## src/rtl/seq_sub_pkg.sv

```systemverilog
// seq_subtractor shared definitions: state encoding, counter sizing
// helper and the WIDTH/DIGIT divisibility guard macro.
`ifndef SEQ_SUB_PKG_SV
`define SEQ_SUB_PKG_SV

`define SEQ_SUB_CHECK(W, D) \
  if (((W) % (D)) != 0) begin : g_digit_chk \
    $error("seq_subtractor: WIDTH must be a multiple of DIGIT"); \
  end

package seq_sub_pkg;

  localparam logic [1:0] ST_IDLE = 2'd0;
  localparam logic [1:0] ST_RUN  = 2'd1;
  localparam logic [1:0] ST_DONE = 2'd2;

  typedef enum logic [1:0] {
    IDLE = ST_IDLE,
    RUN  = ST_RUN,
    DONE = ST_DONE
  } state_e;

  // never returns 0 so a single-step counter still has one bit
  function automatic int clog2(input int n);
    int r;
    r = 1;
    for (int i = 1; i < 32; i++)
      if ((1 << i) < n) r = i + 1;
    return r;
  endfunction

endpackage

`endif

```

## src/rtl/sub_digit.sv

```systemverilog
// Combinational W-bit subtractor built from a ripple of
// full-subtractor cells: d = a - b - bin, bo = final borrow.
module sub_digit #(
  parameter int W = 4
) (
  input  logic [W-1:0] a,
  input  logic [W-1:0] b,
  input  logic         bin,
  output logic [W-1:0] d,
  output logic         bo
);

  logic [W:0] br;

  assign br[0] = bin;

  for (genvar i = 0; i < W; i++) begin : g_cell
    assign d[i]    = a[i] ^ b[i] ^ br[i];
    assign br[i+1] = (~a[i] & b[i])
                   | (~(a[i] ^ b[i]) & br[i]);
  end

  assign bo = br[W];

endmodule

```

## src/rtl/seq_subtractor.sv

```systemverilog
// Sequential LSB-first subtractor, DIGIT bits per clock.
// SEQ_SUB_OVF_EN adds the signed-overflow output.
module seq_subtractor
  import seq_sub_pkg::*;
#(
  parameter int WIDTH = 16,
  parameter int DIGIT = 4
) (
  input  logic             clk,
  input  logic             rst_n,
  input  logic             in_valid,
  output logic             in_ready,
  input  logic [WIDTH-1:0] a,
  input  logic [WIDTH-1:0] b,
  input  logic             bin,
  output logic             out_valid,
  input  logic             out_ready,
  output logic [WIDTH-1:0] d,
`ifdef SEQ_SUB_OVF_EN
  output logic             bo,
  output logic             ovf
`else
  output logic             bo
`endif
);

  localparam int STEPS = WIDTH / DIGIT;
  localparam int CW    = clog2(STEPS);

  `SEQ_SUB_CHECK(WIDTH, DIGIT)

  state_e           state;
  state_e           state_nx;
  logic [CW-1:0]    cnt;
  logic [WIDTH-1:0] a_sh;
  logic [WIDTH-1:0] b_sh;
  logic [WIDTH-1:0] d_sh;
  logic [WIDTH-1:0] d_nx;
  logic             brw;
  logic [DIGIT-1:0] dig;
  logic             dig_bo;
  logic             accept;
  logic             last;

  sub_digit #(.W(DIGIT)) u_digit (
    .a   (a_sh[DIGIT-1:0]),
    .b   (b_sh[DIGIT-1:0]),
    .bin (brw),
    .d   (dig),
    .bo  (dig_bo)
  );

  // result fills from the MSB end so it lands aligned after STEPS shifts
  if (STEPS == 1) begin : g_one
    assign d_nx = dig;
  end else begin : g_many
    assign d_nx = {dig, d_sh[WIDTH-1:DIGIT]};
  end

  assign in_ready  = (state == IDLE);
  assign out_valid = (state == DONE);
  assign accept    = in_ready && in_valid;
  assign last      = (state == RUN)
                  && (cnt == CW'(STEPS - 1));

  always_comb begin
    state_nx = state;
    unique case (state)
      IDLE: if (in_valid)  state_nx = RUN;
      RUN:  if (last)      state_nx = DONE;
      DONE: if (out_ready) state_nx = IDLE;
      default:             state_nx = IDLE;
    endcase
  end

  always_ff @(posedge clk or negedge rst_n) begin
    if (!rst_n) begin
      state <= IDLE;
      cnt   <= '0;
      brw   <= 1'b0;
      a_sh  <= '0;
      b_sh  <= '0;
      d_sh  <= '0;
      d     <= '0;
      bo    <= 1'b0;
    end else begin
      state <= state_nx;
      if (accept) begin
        a_sh <= a;
        b_sh <= b;
        brw  <= bin;
        cnt  <= '0;
      end else if (state == RUN) begin
        a_sh <= a_sh >> DIGIT;
        b_sh <= b_sh >> DIGIT;
        brw  <= dig_bo;
        d_sh <= d_nx;
        cnt  <= cnt + 1'b1;
        if (last) begin
          d  <= d_nx;
          bo <= dig_bo;
        end
      end
    end
  end

`ifdef SEQ_SUB_OVF_EN
  logic a_msb;
  logic b_msb;

  always_ff @(posedge clk or negedge rst_n) begin
    if (!rst_n) begin
      a_msb <= 1'b0;
      b_msb <= 1'b0;
      ovf   <= 1'b0;
    end else begin
      if (accept) begin
        a_msb <= a[WIDTH-1];
        b_msb <= b[WIDTH-1];
      end
      if (last)
        ovf <= (a_msb != b_msb)
            && (dig[DIGIT-1] != a_msb);
      else if (out_valid && out_ready)
        ovf <= 1'b0;
    end
  end
`endif

endmodule

```

## config.mk

```make
export PLATFORM = sky130hd
export DESIGN_NAME = seq_subtractor
export DESIGN_NICKNAME = d
export VERILOG_FILES = /design/src/rtl/seq_sub_pkg.sv /design/src/rtl/sub_digit.sv /design/src/rtl/seq_subtractor.sv
export SDC_FILE = /design/constraint.sdc
export NUM_CORES = 1
export LEC_CHECK = 0
export CAP_MARGIN = 25
export CELL_PAD_IN_SITES_DETAIL_PLACEMENT = 0
export CELL_PAD_IN_SITES_GLOBAL_PLACEMENT = 2
export CORE_ASPECT_RATIO = 0.5
export CORE_MARGIN = 4
export CORE_UTILIZATION = 25
export CTS_BUF_LIST = sky130_fd_sc_hd__clkbuf_2
export DETAILED_ROUTE_END_ITERATION = 8
export GPL_ROUTABILITY_DRIVEN = 0
export PLACE_DENSITY = 0.7
export SYNTH_ARGS = -nofsm -noshare
export SYNTH_HDL_FRONTEND = slang
export SYNTH_SLANG_ARGS = --single-unit
```

## constraint.sdc

```tcl
create_clock -name clk -period 2.7 [get_ports clk]
set_input_delay 0.54 -clock clk [delete_from_list [all_inputs] [get_ports clk]]
set_output_delay 0.54 -clock clk [all_outputs]
set_load 0.01 [all_outputs]
```

# == Yosys cells after proc, flatten, opt, wreduce, memory -nomap -nowiden ==
# Index checks and enable logic that the tools add are counted.
# word_totals
inputBits,37
output_inout_bits,19
regBits,100
# classes
eq_ne,6
bitwise,29
n_addsub,1
reduce_logical,7
muxes,12
# op_table
operator,count
$mux 16,4
$mux 32,2
$add 32x1->32 const B,1
$eq 32x2->1 const B,1
$not 1->1,9
$and 1x1->1,8
$xor 1x1->1,8
$mux 2,3
$pmux 2 s3,1
$reduce_and 3->1,2
$ne 2x2->1 const B,2
$or 1x1->1,4
$eq 2x1->1 const B,1
$eq 2x2->1 const B,1
$logic_and 1x1->1,2
$logic_not 2->1,1
$mux 1,2
$ne 2x1->1 const B,1
$reduce_and 2->1,1
$reduce_bool 2->1,1

# == Logic depth before layout (Yosys ltp) ==
# depth
depth_word,12
ltp_mapped,9
ltp_nobuf,9

# == Cells and area by module ==
# Synthesis repeated with hierarchy kept, for this count alone.
# unflattened
hier_cells,432
area_unflattened_um2,4322.9
# by_module_without_submodules
mod,instances,area_per_inst_um2,cells_each
seq_subtractor,1,4205.3,418
sub_digit,1,117.6,14

# == Worst setup path after synthesis ==
# Ideal clock, no wire load.
# synth_timing
path_type,register -> register
from,register b_sh[0]
to,register d[15]
synth_period_minus_slack_ns,2.203
required_ns,2.575
t_arrival_ns,2.078
path_slack_ns,0.497
path_stages_with_launch,9
path_buffers,0
path_cell_list,dfrtp_1 inv_1 fa_1 inv_1 fa_1 fa_1 inv_1 fa_1 mux2_2
# synth_via
elab_chain_len,9
elab_cells_between_ends,10
classes_between,bitwise (10)
# synth_lines
element,line,source
start: declaration,seq_subtractor.sv:36,logic [WIDTH-1:0] b_sh;
start signal: assignment,seq_subtractor.sv:95,b_sh <= b_sh >> DIGIT;
$xor 1x1->1,sub_digit.sv:20,| (~(a[i] ^ b[i]) & br[i]);
$not 1->1,sub_digit.sv:20,
$and 1x1->1,sub_digit.sv:20,
$or 1x1->1 (*),sub_digit.sv:20,
$and 1x1->1 (*),sub_digit.sv:20,
$or 1x1->1 (*),sub_digit.sv:20,
$and 1x1->1 (*),sub_digit.sv:20,
$or 1x1->1 (*),sub_digit.sv:20,
$xor 1x1->1 (*),sub_digit.sv:18,assign d[i] = a[i] ^ b[i] ^ br[i];
net dig[3],seq_subtractor.sv:40,logic [DIGIT-1:0] dig;
end signal: assignment,seq_subtractor.sv:100,d <= d_nx;
end: declaration,seq_subtractor.sv:18,"output logic [WIDTH-1:0] d,"
# Mark *: on every way through the listed nets, which the timed path passes. The rest lies on a longest branch.
# A chain may end at the register's enable or synchronous reset.

# == Final worst setup path ==
# layout_timing
from,register state[1]
to,output port out_valid
# layout_via
elab_chain_len,1
# layout_lines
element,line,source
start: declaration,seq_subtractor.sv:32,state_e state;
start signal: assignment,seq_subtractor.sv:87,state <= state_nx;
$eq 2x2->1,seq_subtractor.sv:61,assign out_valid = (state == DONE);
end: declaration,seq_subtractor.sv:16,"output logic out_valid,"
# Every way passes these cells.

==> impl_metrics.csv <==
group,metric,value,unit
logic_synthesis,synth_top_area_frac,0.552,
floorplanning,dieWidth,195,um
logic_synthesis,synth_top_area_cell,"dfrtp_1",
setup_path,crit_path_start_kind,"flop",
sta,final_hold_viol_count,0,
finish,area_growth,21.1,%
power_and_ir_drop,internal-power,1710,uW
detailed_routing,wl_per_cell,14.3,um
placement,place_ws,0.274,ns
logic_synthesis,yosys.cell_types.count,36,
sta,drv_slew,0,
logic_synthesis,synth_cells,423,
setup_path,path_class,"reg -> out",
detailed_routing,first_iter_violations,188,
detailed_routing,dr.pass1.iters,4,
sta,tns,0,ns
clocking,clkLatencyLatePin,0.55,ns
finish,fin_nets,521,
floorplanning,fp.dieH,101,um
detailed_routing,wl_met1,5.17,mm
floorplanning,io_pins,56,
logic_synthesis,synth_edf_count,0,
clocking,cts_tree,"yes",
clocking,clk_path_buf_depth,2,
detailed_routing,top_layer,"met4",
setup_path,worstPathCellList,"nor2b_1, clkdlybuf4s50_1",
clocking,cts_setup_buffers,0,
detailed_routing,met3WireLength,316,um
logic_synthesis,synthFlopType,"dfrtp_1",
detailed_routing,vias,3206,
global_route,grt_remaining_overflow,0,
setup_path,worst-path-buf-inv,1,
sta,slew_headroom,0.675,
logic_synthesis,async_reset_ff_frac,1.00,
power_and_ir_drop,finalPower,2350,uW
floorplanning,dieArea,19700,um2
sta,period_share,0.885,
detailed_routing,antenna_left,0,
clocking,htree_num_levels,3,
logic_synthesis,avgSynthCellArea,10.3,um2
detailed_routing,drcViolationCount,0,
setup_path,path_delay_family,"buffers and inverters",
global_route,grt_max_degree,48,
sta,timing.final.crit_period,2.39,ns
finish,layout-drive-gt1-share,0.0828,
power_and_ir_drop,cellPowerDensity,446,nW/um2
setup_path,r2r_cells,8,
logic_synthesis,synth_nets,465,
logic_synthesis,synth_area,4350,um2
floorplanning,rows,33,
floorplanning,initial_core_util,0.260,
clocking,clkTransAtPathRegs,0.25,ns
setup_path,critPathMaxFanout,7,
power_and_ir_drop,pwr-share-seq,0.672,
setup_path,cp.depth,2,
power_and_ir_drop,combPwrFrac,0.085,
logic_synthesis,synthTopCellsByArea,"dfrtp_1 (55%), nand2_1 (11%), mux2i_1 (6.0%)",
setup_path,crit_slowest_cell,"clkdlybuf4s50_1",
floorplanning,core,16700,um2
setup_path,max_stage_delay,0.57,ns
logic_synthesis,synthTopCellsByCount,"nand2_1 (128), dfrtp_1 (96), mux2i_1 (26)",
power_and_ir_drop,p_sw,640,uW
global_route,grt_pass1_wl,17.4,mm
power_and_ir_drop,swShare,0.273,
clocking,cts-root-buf,"clkbuf_2",
detailed_routing,vias_per_cell,4.52,
logic_synthesis,yosysSeqAreaShare,0.552,
placement,io_buffers,55,
setup_path,crit_arrival,1.85,ns
setup_path,worst_setup_path_end_kind,"output port",
worst_hold_path,min_path_type,"in -> async",
power_and_ir_drop,p_leak,0.00249,uW
global_route,antenna_found_initial,0,
sta,tightest_slew,0.484,ns
sta,fmax,418,MHz
sta,rsz0062_at_grt,"no",
setup_path,crit_required,2.16,ns
logic_synthesis,yosysMostFrequentCell,"nand2_1",
finish,antenna_cells,0,
sta,setup_viol,0,
logic_synthesis,synth_warnings,0,
global_route,grtUsageTotal,0.108,
sta,whs,0.450,ns
detailed_routing,route.met2.wl,4.59,mm
global_route,grt_pass1_vias,3265,
sta,skew,0.0357,ns
logic_synthesis,synth_seq_cells,96,
sta,fin_ws,0.310,ns
finish,fill_cells,1751,
detailed_routing,wirelength,10.2,mm
clocking,cts.sinks,96,
power_and_ir_drop,clkPwrFrac,0.243,
placement,hpwl,6.73,mm
power_and_ir_drop,ir_drop,0.000166,V
run,maxCapViolCount,0,
clocking,cts_buffers,9,
outcome,status,"finished clean",
[power groups by stage]
stage,logic (uW),clock network (uW),registers (uW)
after floorplan,91.7,0,1580
after global placement,202,0,1600
after detailed placement,203,0,1600
after CTS,206,610,1580
after global routing,229,676,1590
final,199,572,1580
[worst paths after layout]
check	from	endpoint	slack (ns)
min in group clk	cnt[31]$_DFFE_PN0P_	cnt[31]$_DFFE_PN0P_	0.50
min reg2reg	cnt[31]$_DFFE_PN0P_	cnt[31]$_DFFE_PN0P_	0.50
max reg2reg	b_sh[0]$_DFFE_PN0P_	d[15]$_DFFE_PN0P_	0.39
max	state[1]$_DFFE_PN0P_	out_valid	0.31
min	rst_n	a_sh[14]$_DFFE_PN0P_	0.45
max in group asynchronous	rst_n	a_sh[0]$_DFFE_PN0P_	1.59
[cell type report]
cell class | instances | area (um2) | area share
Clock buffer | 9 | 45.0 | 0.00855
Inverter | 11 | 41.3 | 0.00784
Timing Repair Buffer | 66 | 646 | 0.123
Multi-Input combinational cell | 295 | 1820 | 0.346
Tap cell | 227 | 284 | 0.0539
Clock inverter | 6 | 27.5 | 0.00522
Sequential cell | 96 | 2400 | 0.456
[flip-flops by register name, summed over array words and instances (netlist names)]
| signal | flops |
|---|---|
| brw | 1 |
| d | 16 |
| state | 2 |
| cnt | 32 |
| bo | 1 |
| a_sh | 16 |
| b_sh | 16 |
| d_sh | 12 |
[per-layer routing]
metal	up-vias	global-route usage
li1	1587	-
met1	1564	0.152
met2	48	0.169
met3	7	0.0249
met4	0	0.0275
met5	-	0
[cells by family after synthesis]
logic type | after synthesis | share of synthesized area
AO/OA/AOI/OAI | 49 | 0.0776
XOR/XNOR | 1 | 0.00201
adder cells (fa/ha/maj) | 5 | 0.0213
buffers and inverters | 32 | 0.0319
flip-flops | 96 | 0.552
multiplexers | 40 | 0.101
AND/OR/NAND/NOR | 200 | 0.214
[worst register-to-register path: stages (launching register included)]
cell and delay [ns]:
dfrtp_1 0.42, inv_1 0.09, fa_1 0.17, inv_1 0.05, fa_1 0.37, fa_1 0.36
inv_1 0.08, fa_1 0.43, mux2_2 0.27
[cell usage in the layout (no fill, tap or decap), drive strengths merged, types with 4 or more instances in the layout]
master         instances
and4                   5
fa                     4
inv                   11
buf                   11
mux2                  14
clkbuf                 9
and3                   6
nand3                 16
clkdlybuf4s50         54
o21ai                 17
nor4                   7
a221o                  5
nor2                   8
a22oi                 20
clkinv                 6
nor3                   8
nand4                 11
nand2                128
dfrtp                 96
mux2i                 26
[per-stage QoR]
stage               cell area [um2]  utilization  cells
global placement               5180        0.310    693
global route                   5270        0.315    710
detailed placement             5180        0.310    693
floorplan                      4350            -    423
finish                         5270        0.315    710
CTS                            5260        0.315    709
[repair_timing]
item                                   4_1_cts  5_1_grt
hold buffers                                 1        0
resized for setup                            0        0
endpoints found under the hold margin       33        0
Note: power is estimated with default switching activity, not from simulation.
